==> config.mk <==
export PLATFORM = sky130hd
export DESIGN_NAME = pc_unit_flat
export DESIGN_NICKNAME = d
export VERILOG_FILES = /design/src/rtl/cpu_pkg.sv /design/src/rtl/pc_unit_if.sv /design/src/rtl/pc_ras.sv /design/src/rtl/pc_unit.sv /design/src/flat_wrapper.sv
export SDC_FILE = /design/constraint.sdc
export NUM_CORES = 1
export LEC_CHECK = 0
export CAP_MARGIN = 20
export CORE_AREA = 2 2 105 97
export CTS_CLUSTER_SIZE = 16
export DETAILED_ROUTE_END_ITERATION = 10
export DIE_AREA = 0 0 107 99
export GPL_ROUTABILITY_DRIVEN = 0
export PLACE_DENSITY = 0.71
export SETUP_SLACK_MARGIN = 0.15
export SLEW_MARGIN = 20
export SYNTH_ARGS = -nofsm -noshare
export SYNTH_HDL_FRONTEND = slang
export SYNTH_SLANG_ARGS = --single-unit
==> constraint.sdc <==
create_clock -name clk -period 5.4 [get_ports clk]
set_input_delay 1.35 -clock clk [delete_from_list [all_inputs] [get_ports clk]]
set_output_delay 1.35 -clock clk [all_outputs]
set_load 0.1 [all_outputs]
==> src/rtl/cpu_pkg.sv <==
// Shared CPU definitions: PC-unit FSM encoding and default fetch-path constants
// used by IF, decode and the PC unit.
package cpu_pkg;

    // PC unit life cycle: one boot cycle, normal fetch, then a terminal halt
    typedef enum logic [1:0] {
        PCU_BOOT = 2'b00,
        PCU_RUN  = 2'b01,
        PCU_HALT = 2'b10
    } pcu_state_e;

    localparam int          CPU_PC_W      = 16;
    localparam int          CPU_INC       = 2;
    localparam logic [15:0] CPU_RESET_VEC = 16'h0000;

endpackage

==> src/rtl/pc_unit_if.sv <==
// Control/status bundle between the fetch-side pipeline logic and the PC unit.
// master = pipeline side (issues stall/redirect/halt/RAS ops), slave = PC unit.
interface pc_unit_if
    import cpu_pkg::*;
#(
    parameter int PC_W = CPU_PC_W
);
    logic            stall;
    logic            redirect_en;
    logic [PC_W-1:0] redirect_pc;
    logic            halt_req;
    logic            ras_push;
    logic [PC_W-1:0] ras_push_data;
    logic            ras_pop;
    logic [PC_W-1:0] curr_pc;
    logic [PC_W-1:0] pc_plus;
    logic            fetch_valid;
    logic            halted;
    logic [PC_W-1:0] ras_top;
    logic            ras_empty;
    logic            ras_full;
    logic            ras_ovf;
    logic            ras_unf;

    modport master (
        output stall, redirect_en, redirect_pc, halt_req,
        output ras_push, ras_push_data, ras_pop,
        input  curr_pc, pc_plus, fetch_valid, halted,
        input  ras_top, ras_empty, ras_full, ras_ovf, ras_unf
    );

    modport slave (
        input  stall, redirect_en, redirect_pc, halt_req,
        input  ras_push, ras_push_data, ras_pop,
        output curr_pc, pc_plus, fetch_valid, halted,
        output ras_top, ras_empty, ras_full, ras_ovf, ras_unf
    );
endinterface

==> src/rtl/pc_ras.sv <==
// Circular return-address stack. A push while full silently drops the oldest
// entry (the write pointer simply laps it); underflow and overflow are sticky.
module pc_ras
    import cpu_pkg::*;
#(
    parameter int              PC_W      = CPU_PC_W,
    parameter int              RAS_DEPTH = 4,
    parameter logic [PC_W-1:0] RESET_VEC = PC_W'(CPU_RESET_VEC)
) (
    input  logic            clk,
    input  logic            rst,
    input  logic            push,
    input  logic [PC_W-1:0] push_data,
    input  logic            pop,
    output logic [PC_W-1:0] top,
    output logic            empty,
    output logic            full,
    output logic            ovf,
    output logic            unf
);
    localparam int PTR_W = $clog2(RAS_DEPTH);
    localparam int CNT_W = PTR_W + 1;
    localparam logic [CNT_W-1:0] CNT_MAX = CNT_W'(RAS_DEPTH);

    logic [PTR_W-1:0] wp_reg, wp_next, top_idx, wr_idx;
    logic [CNT_W-1:0] count_reg, count_next;
    logic             ovf_reg, ovf_next, unf_reg, unf_next, wr_en;
    logic [RAS_DEPTH-1:0] we_vec;
    logic [PC_W-1:0]  mem_reg [RAS_DEPTH];

    // Top of stack sits just below the write pointer (wraps mod depth)
    assign top_idx = wp_reg - PTR_W'(1);
    assign empty   = (count_reg == '0);
    assign full    = (count_reg == CNT_MAX);
    assign top     = empty ? RESET_VEC : mem_reg[top_idx];
    assign ovf     = ovf_reg;
    assign unf     = unf_reg;

    // Push/pop bookkeeping; push+pop on a non-empty stack rewrites the top in place
    always_comb begin
        wp_next    = wp_reg;
        count_next = count_reg;
        ovf_next   = ovf_reg;
        unf_next   = unf_reg;
        wr_en      = 1'b0;
        wr_idx     = wp_reg;
        if (push && pop && !empty) begin
            wr_en  = 1'b1;
            wr_idx = top_idx;
        end else if (push) begin
            wr_en   = 1'b1;
            wp_next = wp_reg + PTR_W'(1);
            if (full) begin
                ovf_next = 1'b1;
            end else begin
                count_next = count_reg + CNT_W'(1);
            end
        end else if (pop) begin
            if (empty) begin
                unf_next = 1'b1;
            end else begin
                wp_next    = top_idx;
                count_next = count_reg - CNT_W'(1);
            end
        end
    end

    // Per-entry write enables decoded from the selected slot
    generate
        for (genvar gi = 0; gi < RAS_DEPTH; gi++) begin : g_we
            assign we_vec[gi] = wr_en && (wr_idx == PTR_W'(gi));
        end
    endgenerate

    // Pointer, occupancy and sticky flags
    always_ff @(posedge clk) begin
        if (rst) begin
            wp_reg    <= '0;
            count_reg <= '0;
            ovf_reg   <= 1'b0;
            unf_reg   <= 1'b0;
        end else begin
            wp_reg    <= wp_next;
            count_reg <= count_next;
            ovf_reg   <= ovf_next;
            unf_reg   <= unf_next;
        end
    end

    // Entry storage; contents are only observed while count > 0, so no reset
    always_ff @(posedge clk) begin
        for (int i = 0; i < RAS_DEPTH; i++) begin
            if (!rst && we_vec[i]) begin
                mem_reg[i] <= push_data;
            end
        end
    end
endmodule

==> src/rtl/pc_unit.sv <==
// Fetch program counter with boot/run/halt sequencing and an attached RAS.
// Next-PC priority in RUN: redirect > halt (unstalled) > stall > increment.
module pc_unit
    import cpu_pkg::*;
#(
    parameter int              PC_W      = CPU_PC_W,
    parameter int              INC       = CPU_INC,
    parameter logic [PC_W-1:0] RESET_VEC = PC_W'(CPU_RESET_VEC),
    parameter int              RAS_DEPTH = 4
) (
    input  logic clk,
    input  logic rst,
    pc_unit_if.slave bus
);
    pcu_state_e      state_reg, state_next;
    logic [PC_W-1:0] pc_reg, pc_next, pc_plus_w;
    logic            fetch_valid_w, halted_w;

    assign pc_plus_w       = pc_reg + PC_W'(INC);
    assign bus.curr_pc     = pc_reg;
    assign bus.pc_plus     = pc_plus_w;
    assign bus.fetch_valid = fetch_valid_w;
    assign bus.halted      = halted_w;

    // Next-state / next-PC selection; control inputs only matter in RUN
    always_comb begin
        state_next    = state_reg;
        pc_next       = pc_reg;
        fetch_valid_w = 1'b0;
        halted_w      = 1'b0;
        case (state_reg)
            PCU_BOOT: state_next = PCU_RUN;
            PCU_RUN: begin
                fetch_valid_w = 1'b1;
                if (bus.redirect_en) begin
                    // halt_req here belongs to a squashed wrong-path instruction
                    pc_next = bus.redirect_pc;
                end else if (bus.halt_req && !bus.stall) begin
                    state_next = PCU_HALT;
                end else if (!bus.stall) begin
                    pc_next = pc_plus_w;
                end
            end
            PCU_HALT: halted_w = 1'b1;
            default:  state_next = PCU_BOOT;
        endcase
    end

    // PC and FSM state registers
    always_ff @(posedge clk) begin
        if (rst) begin
            state_reg <= PCU_BOOT;
            pc_reg    <= RESET_VEC;
        end else begin
            state_reg <= state_next;
            pc_reg    <= pc_next;
        end
    end

    pc_ras #(
        .PC_W      (PC_W),
        .RAS_DEPTH (RAS_DEPTH),
        .RESET_VEC (RESET_VEC)
    ) u_ras (
        .clk       (clk),
        .rst       (rst),
        .push      (bus.ras_push),
        .push_data (bus.ras_push_data),
        .pop       (bus.ras_pop),
        .top       (bus.ras_top),
        .empty     (bus.ras_empty),
        .full      (bus.ras_full),
        .ovf       (bus.ras_ovf),
        .unf       (bus.ras_unf)
    );
endmodule
==> src/flat_wrapper.sv <==
// flat-port wrapper written by rule: the top's interface ports become plain ports
module pc_unit_flat import cpu_pkg::*;
#(
    parameter int              PC_W      = CPU_PC_W,
    parameter int              INC       = CPU_INC,
    parameter logic [PC_W-1:0] RESET_VEC = PC_W'(CPU_RESET_VEC),
    parameter int              RAS_DEPTH = 4
)
  (clk, rst, bus_stall, bus_redirect_en, bus_redirect_pc, bus_halt_req, bus_ras_push, bus_ras_push_data, bus_ras_pop, bus_curr_pc, bus_pc_plus, bus_fetch_valid, bus_halted, bus_ras_top, bus_ras_empty, bus_ras_full, bus_ras_ovf, bus_ras_unf);
  pc_unit_if #(.PC_W(PC_W)) bus_i ();
  input  logic clk;
  input  logic rst;
  input wire logic [$bits(bus_i.stall)-1:0] bus_stall;
  input wire logic [$bits(bus_i.redirect_en)-1:0] bus_redirect_en;
  input wire logic [$bits(bus_i.redirect_pc)-1:0] bus_redirect_pc;
  input wire logic [$bits(bus_i.halt_req)-1:0] bus_halt_req;
  input wire logic [$bits(bus_i.ras_push)-1:0] bus_ras_push;
  input wire logic [$bits(bus_i.ras_push_data)-1:0] bus_ras_push_data;
  input wire logic [$bits(bus_i.ras_pop)-1:0] bus_ras_pop;
  output wire logic [$bits(bus_i.curr_pc)-1:0] bus_curr_pc;
  output wire logic [$bits(bus_i.pc_plus)-1:0] bus_pc_plus;
  output wire logic [$bits(bus_i.fetch_valid)-1:0] bus_fetch_valid;
  output wire logic [$bits(bus_i.halted)-1:0] bus_halted;
  output wire logic [$bits(bus_i.ras_top)-1:0] bus_ras_top;
  output wire logic [$bits(bus_i.ras_empty)-1:0] bus_ras_empty;
  output wire logic [$bits(bus_i.ras_full)-1:0] bus_ras_full;
  output wire logic [$bits(bus_i.ras_ovf)-1:0] bus_ras_ovf;
  output wire logic [$bits(bus_i.ras_unf)-1:0] bus_ras_unf;
  assign bus_i.stall = bus_stall;
  assign bus_i.redirect_en = bus_redirect_en;
  assign bus_i.redirect_pc = bus_redirect_pc;
  assign bus_i.halt_req = bus_halt_req;
  assign bus_i.ras_push = bus_ras_push;
  assign bus_i.ras_push_data = bus_ras_push_data;
  assign bus_i.ras_pop = bus_ras_pop;
  assign bus_curr_pc = bus_i.curr_pc;
  assign bus_pc_plus = bus_i.pc_plus;
  assign bus_fetch_valid = bus_i.fetch_valid;
  assign bus_halted = bus_i.halted;
  assign bus_ras_top = bus_i.ras_top;
  assign bus_ras_empty = bus_i.ras_empty;
  assign bus_ras_full = bus_i.ras_full;
  assign bus_ras_ovf = bus_i.ras_ovf;
  assign bus_ras_unf = bus_i.ras_unf;
  pc_unit #(.PC_W(PC_W), .INC(INC), .RESET_VEC(RESET_VEC), .RAS_DEPTH(RAS_DEPTH)) u_core (.clk(clk), .rst(rst), .bus(bus_i));
endmodule
After elaboration in Yosys (flattened, before gate mapping)
Memory sizes are Yosys's and may differ from the RTL's.
Index checks and enable logic that the tools add are counted.
{"block": "word_totals", "register_bits": 25, "mem_bits_rw": 64, "in_bits": 39, "out_inout_bits": 54, "elab_cells": 90, "memories": 1}
{"name": "u_core.u_ras.mem_reg", "depth": 4, "word_bits": 16, "rd": 1, "rd_ports_with_merged_regs": 0, "wr": 1, "line": "pc_ras.sv:29", "source": "logic [PC_W-1:0] mem_reg [RAS_DEPTH];"}
{"block": "classes", "addsub": 5, "n_eq_ne": 12, "n_mux": 36, "n_bitwise": 3, "n_reduce_logical": 27}
{"cell": "$mux W16", "count": 7}
{"cell": "$reduce_or A16 Y1", "count": 3}
{"cell": "$mux W2", "count": 9}
{"cell": "$add A16 B2 Y16 const B", "count": 1}
{"cell": "$mux W1", "count": 15}
{"cell": "$mux W3", "count": 4}
{"cell": "$reduce_and A3 Y1", "count": 4}
{"cell": "$logic_and A1 B1 Y1", "count": 11}
{"cell": "$ne A2 B2 Y1 const B", "count": 4}
{"cell": "$reduce_and A4 Y1", "count": 2}
{"cell": "$eq A2 B2 Y1 const B", "count": 3}
{"cell": "$pmux W2 S3", "count": 1}
{"cell": "$eq A2 B1 Y1 const B", "count": 2}
{"cell": "$logic_not A2 Y1", "count": 2}
{"cell": "$ne A2 B1 Y1 const B", "count": 2}
{"cell": "$add A3 B1 Y3 const B", "count": 1}
{"cell": "$eq A3 B3 Y1 const B", "count": 1}
{"cell": "$logic_not A1 Y1", "count": 3}
{"cell": "$logic_not A3 Y1", "count": 1}
{"cell": "$not A1 Y1", "count": 3}
{"cell": "$sub A3 B1 Y3 const B", "count": 1}
{"cell": "$add A2 B1 Y2 const B", "count": 1}
{"cell": "$reduce_bool A2 Y1", "count": 1}
{"cell": "$sub A2 B1 Y2 const B", "count": 1}

Depth between registers and ports, before layout
Gate-level depths: netlist of run 1.
{"block": "logic_depth", "depth_word": 13, "depth_mapped": 8, "depth_no_buf": 6}

By module
From an unflattened synthesis of run 1, not the netlist that was laid out.
{"block": "hier_totals", "hier_cells": 329, "hier_area_um2": 4167.7}
{"module": "pc_ras", "n_inst": 1, "cells_each": 162, "area_each_um2": 2900.3, "seq_area_each_um2": 2062.0}
{"module": "pc_unit", "n_inst": 1, "cells_each": 167, "area_each_um2": 1267.5, "seq_area_each_um2": 360.3}

Worst setup path after synthesis of run 1
Ideal clock, no wire load.
{"block": "synth_path", "path_kind": "flip-flop to output port", "start": "register u_core.pc_reg[1], in the netlist u_core.bus.curr_pc[1]", "end": "output port bus_pc_plus[15]", "arrival_time_ns": 3.496, "t_required_ns": 4.050, "setup_slack_ns": 0.554, "path_stages_with_launch": 5, "n_path_buf": 0, "cell_sequence": "dfxtp_1 ha_1 nand3_1 nor4_2 xor2_1"}
{"block": "synth_between", "elab_chain_len": 1}
{"element": "start: declaration", "line": "pc_unit.sv:16", "source": "logic [PC_W-1:0] pc_reg, pc_next, pc_plus_w;"}
{"element": "start signal: assignment", "line": "pc_unit.sv:56", "source": "pc_reg <= pc_next;"}
{"element": "$add A16 B2 Y16", "line": "pc_unit.sv:19", "source": "assign pc_plus_w = pc_reg + PC_W'(INC);"}
{"element": "end: declaration", "line": "flat_wrapper.sv:21", "source": "output wire logic [$bits(bus_i.pc_plus)-1:0] bus_pc_plus;"}
No other way between the ends.

Final worst setup path of run 1
Ends and elaborated chain as after synthesis.

==> results of run 1 <==
==> metal layers <==
| layer | vias up | wire [um] | global-route usage [%] |
|---|---|---|---|
| li1 | 1426 | - | - |
| met5 | - | 0 | 0 |
| met1 | 1463 | 3990 | 22.7 |
| met3 | 8 | 346 | 3.84 |
| met2 | 51 | 4770 | 30.5 |
| met4 | 0 | 124 | 6.09 |
==> cell usage in the layout, fill, tap and decap left out, drive strengths merged, types with 4 or more instances in the layout <==
cell type	count
clkdlybuf4s50	92
mux4	16
o31ai	6
xnor2	8
nand2	27
a21oi	9
nor2b	20
inv	7
buf	7
nand4	4
o21ai	15
a32o	5
a31oi	6
nor2	22
and3	6
dfxtp	25
nor3	7
xor2	8
nand3	14
clkbuf	9
edfxtp	64
==> final cells by class <==
cell class                 count  area share (%)
sequential                    89            45.1
multi-input combinational    211            29.8
timing repair buffer          99            18.1
tap                          126            2.94
clock buffer                   9            2.31
clock inverter                 6            1.26
inverter                       6           0.419
antenna                        1          0.0466
==> worst min-delay path, stage by stage (launching register included) <==
cell and delay, ps:
dfxtp_1 340, a31oi_1 40, nor2_1 70
==> report_power, final <==
| group | internal, mW | total, mW | switching (mW) |
|---|---|---|---|
| logic | 0.274 | 0.968 | 0.694 |
| registers | 0.791 | 0.840 | 0.0485 |
| clock network | 0.213 | 0.443 | 0.230 |
==> cells by family after synthesis <==
group | count (synthesis) | share of synthesized area (%)
AO/OA/AOI/OAI | 58 | 9.82
buffers and inverters | 29 | 3.05
adder cells (fa/ha/maj) | 2 | 0.785
XOR/XNOR | 16 | 3.38
AND/OR/NAND/NOR | 118 | 15.6
multiplexers | 17 | 8.94
flip-flops | 89 | 58.5
==> path summary, 6_finish.rpt <==
| path | startpoint | end | slack [ps] |
|---|---|---|---|
| setup / recovery | u_core.bus.curr_pc[1] | bus_pc_plus[15] | 860 |
| hold / removal | u_core.u_ras.unf | u_core.u_ras.unf | 480 |
| hold reg to reg | u_core.u_ras.unf | u_core.u_ras.unf | 480 |
| setup reg to reg | u_core.u_ras.wp_reg[1] | u_core.u_ras.mem_reg[3][14] | 3000 |
==> flow_summary.yaml, run 1 <==
global_routing:
  grt_max_degree: 47
  grt_pass1_wl_um: 14500
  antenna_found_initial: 1
  grtUsageTotal_pct: 17.9
  overflow: 0
  grt_pass1_vias: 2896
synth:
  synth.top_cell.area_share_pct: 46.4
  ys_ff_latch: 89
  yosysTopAreaCell: "edfxtp_1"
  syn_area_um2: 4140
  avgSynthCellArea_um2: 12.6
  synth_edf_count: 64
  synthFlopType: "edfxtp_1"
  ys_warn_count: 0
  synthTopCellsByCount: "64 x edfxtp_1, 26 x nand2_1, 25 x dfxtp_1"
  synthMostInstantiatedCell: "edfxtp_1"
  synth_nets: 370
  ys_seq_area_share_pct: 58.5
  ys_types: 56
  postSynthCellCount: 329
  ys_top_cells_by_area: "edfxtp_1 46%, dfxtp_1 12%, mux4_2 8.7%, nor2b_1 3.0%, nand2_1 2.4%"
  synth-async-reset-ratio_pct: 0
clock_tree:
  postCtsResizedCells: 0
  cts_num_sinks: 89
  cts_buffers: 9
  htree_levels: 3
  clkTransAtPathRegs_ps: 80
  cts_tree: "done"
  clk_latency_ps: 350
  post_cts_buffers: 0
  clk_path_buf_depth: 2
  clock-root-buffer: "clkbuf_8"
  cts_hold_buffers: 0
die:
  die_w_um: 107
  dieArea_um2: 10600
  rows: 34
  start_util_pct: 43.7
  coreArea_um2: 9490
  die_y_um: 99
  pin_count: 93
routing:
  postRouteAntennaNets: 0
  first_pass_iters: 4
  drc_errors: 0
  drt_wl_total_um: 9230
  wire_per_inst_um: 16.9
  first_iter_violations: 214
  vias_per_cell: 5.39
  vias: 2948
timing:
  setup_viol: 0
  timing.final.crit_share_pct: 84.0
  clock_skew_ps: 10.6
  timing.hold.ws_ps: 482
  max_freq_mhz: 220
  report.final.hold_viol_count: 0
  maxSlewViolCount: 0
  tightest_slew_ps: 1040
  tns_ps: 0
  rsz0062_at_grt: "no"
  postLayoutSetupSlackWorst_ps: 863
  min_period_ps: 4540
  max_slew_margin_pct: 30.8
setup_path:
  cp_cell_sequence: "ha_1 > nand3_1 > nor4_2 > xor2_1 > clkdlybuf4s50_1"
  end_kind: "output port"
  path_depth: 5
  path_class: "register to output port"
  r2r_cells: 2
  critPathBufInv: 1
  cp_max_fo: 9
  crit_family: "buffers and inverters"
  crit_path_max_incr_delay_ps: 1150
  cp-start-kind: "register"
  cp.required_ps: 4050
  worstPathArrival_ps: 3190
  critPathSlowestCell: "clkdlybuf4s50_1"
final_layout:
  drive_gt1_share_pct: 11.4
  nFillCells: 789
  stdcell_area_um2: 5370
  post-route-util_pct: 56.6
  register_area_um2: 2420
  largest_register_ffs: 64
  area_growth_pct: 29.7
  nNetsFinal: 457
  final_cells: 547
  multiInputGateArea_um2: 1600
worst_hold_path:
  hold_path.class: "register to register"
  min_path_cells: 2
run:
  maxCapViolations: 0
place:
  pre_cts_ws_ps: 1260
  dp_hpwl_um: 6290
  port_buffers: 92
  place_inst: 531
  dpl_cell_area_um2: 5180
pwr:
  p_per_area_nw_per_um2: 419
  p_leak_nw: 1.78
  ir_drop_mv: 0.263
  power.total_mw: 2.25
outcome:
  status: "finished clean"
No activity file was read; power rests on OpenSTA's default activity.
==> run 2, diff against run 1 <==
--- a/config.mk
+++ b/config.mk
@@ -11,7 +11,7 @@
 export DETAILED_ROUTE_END_ITERATION = 10
 export DIE_AREA = 0 0 107 99
 export GPL_ROUTABILITY_DRIVEN = 0
-export PLACE_DENSITY = 0.71
+export PLACE_DENSITY = 0.74
 export SETUP_SLACK_MARGIN = 0.15
 export SLEW_MARGIN = 20
 export SYNTH_ARGS = -nofsm -noshare
==> constraint.sdc (replaced) <==
create_clock -name clk -period 3.65 [get_ports clk]
set_input_delay 0.9125 -clock clk [delete_from_list [all_inputs] [get_ports clk]]
set_output_delay 0.9125 -clock clk [all_outputs]
set_load 0.1 [all_outputs]
==> flow_summary.yaml, run 2 (synthesis gave the netlist of run 1 again) <==
outcome:
  status: "finished clean"
die:
  die_w_um: 107
  die_y_um: 99
  coreArea_um2: 9490
  rows: 34
  start_util_pct: 43.7
  dieArea_um2: 10600
  pin_count: 93
clock_tree:
  cts_num_sinks: 89
  clkTransAtPathRegs_ps: 100
  cts_tree: "done"
  post_cts_buffers: 0
  clk_path_buf_depth: 2
  cts_buffers: 9
  clock-root-buffer: "clkbuf_8"
  htree_levels: 3
  postCtsResizedCells: 0
  cts_hold_buffers: 0
  clk_latency_ps: 360
routing:
  postRouteAntennaNets: 0
  wire_per_inst_um: 17.1
  vias_per_cell: 5.39
  drt_wl_total_um: 9410
  drc_errors: 0
  first_iter_violations: 220
  first_pass_iters: 4
  vias: 2969
pwr:
  p_leak_nw: 2.00
  ir_drop_mv: 0.400
  power.total_mw: 3.55
  p_per_area_nw_per_um2: 629
final_layout:
  largest_register_ffs: 64
  nNetsFinal: 461
  area_growth_pct: 36.1
  drive_gt1_share_pct: 28.5
  stdcell_area_um2: 5640
  nFillCells: 753
  layout_common_cells: "64 x edfxtp_1, 44 x buf_4, 42 x clkdlybuf4s50_1, 26 x nand2_1, 22 x nor2_1"
  final_cells: 551
  antenna_cells: 0
  final_common_cell: "edfxtp_1"
place:
  place_inst: 535
  pre_cts_ws_ps: 714
  dpl_cell_area_um2: 5440
  dp_hpwl_um: 6510
  port_buffers: 92
run:
  maxCapViolations: 0
setup_path:
  cp-start-kind: "register"
  end_kind: "output port"
  r2r_start: "u_core.state_reg[0]"
  worstPathArrival_ps: 2430
  cp.required_ps: 2740
  startpoint: "u_core.bus.curr_pc[1]"
  cp_max_fo: 9
  path_class: "register to output port"
timing:
  rsz0062_at_grt: "no"
  max_slew_margin_pct: 35.1
  max_freq_mhz: 299
  tns_ps: 0
  setup_viol: 0
  postLayoutSetupSlackWorst_ps: 308
  clock_skew_ps: 13.2
  tightest_slew_ps: 971
  timing.final.crit_share_pct: 91.6
  maxSlewViolCount: 0
  min_period_ps: 3340
  report.final.hold_viol_count: 0
global_routing:
  grt_pass1_vias: 2919
  grt_pass1_wl_um: 14900
  grt_max_degree: 46
  antenna_found_initial: 0
  grtUsageTotal_pct: 18.4
  overflow: 0
worst_hold_path:
  hold_path.class: "register to register"
  holdCritStartpoint: "u_core.state_reg[1]"
==> run 2: final timing paths <==
kind	depth (start not counted)	endpoint	slack [ps]
setup / recovery	5	bus_pc_plus[15]	310
hold / removal	1	u_core.state_reg[0]	480
setup reg to reg	4	u_core.bus.curr_pc[15]	1450
hold reg to reg	1	u_core.state_reg[0]	480
==> run 2: final cells by class <==
cell class                 instances  area, um^2  area share, %
clock inverter                     7        76.3           1.35
sequential                        89        2430           43.0
clock buffer                       9         124           2.20
timing repair buffer             103        1090           19.3
multi-input combinational        211        1740           30.9
inverter                           6        22.5          0.399
tap                              126         158           2.80
==> run 2: where the power goes <==
part	switching, mW	internal [mW]
clock network	0.398	0.272
registers	0.0666	1.17
logic	1.09	0.553
total	1.55	2.00
==> run 2: stage by stage <==
step / hold WS, ps / util, %
final: 480 / 59.4
after detailed placement: 467 / 57.3
after floorplan: 442 / -
after global placement: 456 / 57.3
after global routing: 526 / 59.4
after CTS: 485 / 59.4
==> run 2: critical path: stages, from the launching register on <==
cell,delay (ps)
dfxtp_2,420
ha_1,300
nand3_1,350
nor4_2,540
xor2_2,160
buf_4,300
==> run 2: layer usage <==
layer	wire, um	up-vias	track usage [%]
met5	0	-	0
met4	37	0	3.60
met3	403	4	5.16
met2	4720	66	30.2
met1	4250	1467	24.8
li1	-	1432	-
==> run 3, diff against run 2 <==
--- a/config.mk
+++ b/config.mk
@@ -11,8 +11,9 @@
 export DETAILED_ROUTE_END_ITERATION = 10
 export DIE_AREA = 0 0 107 99
 export GPL_ROUTABILITY_DRIVEN = 0
-export PLACE_DENSITY = 0.74
+export PLACE_DENSITY = 0.71
 export SETUP_SLACK_MARGIN = 0.15
+export SKIP_LAST_GASP = 1
 export SLEW_MARGIN = 20
 export SYNTH_ARGS = -nofsm -noshare
 export SYNTH_HDL_FRONTEND = slang
==> constraint.sdc (replaced) <==
create_clock -name clk -period 3.2 [get_ports clk]
set_input_delay 0.8 -clock clk [delete_from_list [all_inputs] [get_ports clk]]
set_output_delay 0.8 -clock clk [all_outputs]
set_load 0.1 [all_outputs]
==> flow_summary.yaml, run 3 (synthesis gave the netlist of run 1 again) <==
timing:
  max_slew_margin_pct: 38.4
  timing.hold.ws_ps: 478
  clock_skew_ps: 8.97
  setup_viol: 0
  report.final.hold_viol_count: 0
  tightest_slew_ps: 922
  maxSlewViolCount: 0
  rsz0062_at_grt: "no"
  timing.final.crit_share_pct: 91.7
  max_freq_mhz: 341
  min_period_ps: 2940
clock_tree:
  clk_latency_ps: 360
  cts_num_sinks: 89
  cts_buffers: 9
  htree_levels: 3
  clk_path_buf_depth: 2
  cts_hold_buffers: 0
  clock-root-buffer: "clkbuf_8"
  cts_tree: "done"
  clkTransAtPathRegs_ps: 100
routing:
  vias: 3064
  first_iter_violations: 157
  first_pass_iters: 5
  wire_per_inst_um: 17.2
  drc_errors: 0
  postRouteAntennaNets: 0
  vias_per_cell: 5.53
  drt_wl_total_um: 9540
global_routing:
  grtUsageTotal_pct: 18.7
  grt_pass1_wl_um: 15100
  antenna_found_initial: 0
  grt_pass1_vias: 2982
  grt_max_degree: 38
  overflow: 0
pwr:
  sw_frac_of_total_pct: 43.5
  switching_power_mw: 1.79
  internal_power_mw: 2.32
  share_comb_of_total_power_pct: 46.4
  p_per_area_nw_per_um2: 704
  pwr-share-clk_pct: 18.9
  p_leak_nw: 2.11
  ir_drop_mv: 0.554
  seq_power_share_pct: 34.8
setup_path:
  crit_end: "bus_ras_top[1]"
  rr_endpoint: "u_core.u_ras.mem_reg[3][11]"
  startpoint: "u_core.u_ras.wp_reg[1]"
  cp.required_ps: 2400
  cp_max_fo: 18
  r2r_start: "u_core.u_ras.wp_reg[1]"
  cp-start-kind: "register"
  r2r_setup_slack_ps: 1190
  worstPathArrival_ps: 2140
  r2r_cells: 4
  path_class: "register to output port"
  end_kind: "output port"
final_layout:
  nFillCells: 734
  final_cells: 554
  antenna_cells: 0
  post-route-util_pct: 61.4
  area_growth_pct: 40.7
  drive_gt1_share_pct: 32.9
  final_common_cell: "edfxtp_1"
  nNetsFinal: 464
  layout_common_cells: "64 x edfxtp_1, 44 x buf_4, 38 x clkdlybuf4s50_1, 26 x nand2_1, 24 x buf_12"
  stdcell_area_um2: 5830
  largest_register_ffs: 64
die:
  coreArea_um2: 9490
  pin_count: 93
  die_y_um: 99
  rows: 34
  start_util_pct: 43.7
  dieArea_um2: 10600
  die_w_um: 107
place:
  place_inst: 538
  port_buffers: 92
  dpl_cell_area_um2: 5610
  dp_hpwl_um: 6800
outcome:
  status: "finished clean"
worst_hold_path:
  hold_path.class: "register to register"
run:
  maxCapViolations: 0
run 3: cell types whose count changed in the layout (fill, tap and decap cells not counted), moves of 4 or more:
cell | before | now
clkdlybuf4s50_1 | 42 | 38
dfxtp_1 | 21 | 13
dfxtp_2 | 4 | 11
buf_12 | 17 | 24
run 3: what timing repair did:
item,4_1_cts,5_1_grt
resized for setup,0,3
endpoints found under the hold margin,0,0
buffers inserted,0,0
endpoints found under the setup margin,0,3
run 3: worst max-delay path, stage by stage, from the launching register on:
cell and delay [ps]:
dfxtp_1 940, mux4_2 360, nor2b_1 260, buf_12 210
run 3: routing by layer:
layer | vias to the layer above | wire, um | GRT usage, %
met5 | - | 0 | 0
met4 | 0 | 146 | 6.39
li1 | 1436 | - | -
met1 | 1520 | 4100 | 24.7
met3 | 13 | 532 | 3.84
met2 | 95 | 4760 | 31.0
run 3: worst min path at each step:
stage | from | endpoint | slack (ps) | depth (start not counted)
2_1_floorplan | u_core.state_reg[1] | u_core.state_reg[0] | 440 | 1
3_3_place_gp | u_core.state_reg[1] | u_core.state_reg[0] | 450 | 1
3_5_place_dp | u_core.u_ras.ovf | u_core.u_ras.ovf | 470 | 2
4_1_cts | u_core.state_reg[1] | u_core.state_reg[0] | 480 | 1
5_1_grt | u_core.state_reg[1] | u_core.state_reg[0] | 520 | 1
6_report | u_core.state_reg[1] | u_core.state_reg[0] | 480 | 1
run 3: per-stage QoR:
step	power [mW]	TNS [ps]	worst slack, ps
detailed placement	3.37	0	389
CTS	4.14	0	184
global placement	3.35	0	471
floorplan	2.71	-686	-125
global route	4.27	0	160
finish	4.10	0	265
run 3: power by group through the flow:
stage	Clock (mW)	Combinational [mW]	Sequential [mW]
final	0.774	1.90	1.43
after global routing	0.845	1.98	1.44
after CTS	0.795	1.92	1.43
after detailed placement	0	1.91	1.45
after global placement	0	1.90	1.45
after floorplan	0	1.19	1.53
run 3: layout make-up:
type | count | area (um^2) | share of cell area (%)
Timing Repair Buffer | 106 | 1190 | 20.4
Tap cell | 126 | 158 | 2.70
Clock inverter | 7 | 83.8 | 1.44
Multi-Input combinational cell | 211 | 1810 | 31.1
Sequential cell | 89 | 2440 | 41.9
Inverter | 6 | 22.5 | 0.386
Clock buffer | 9 | 124 | 2.12
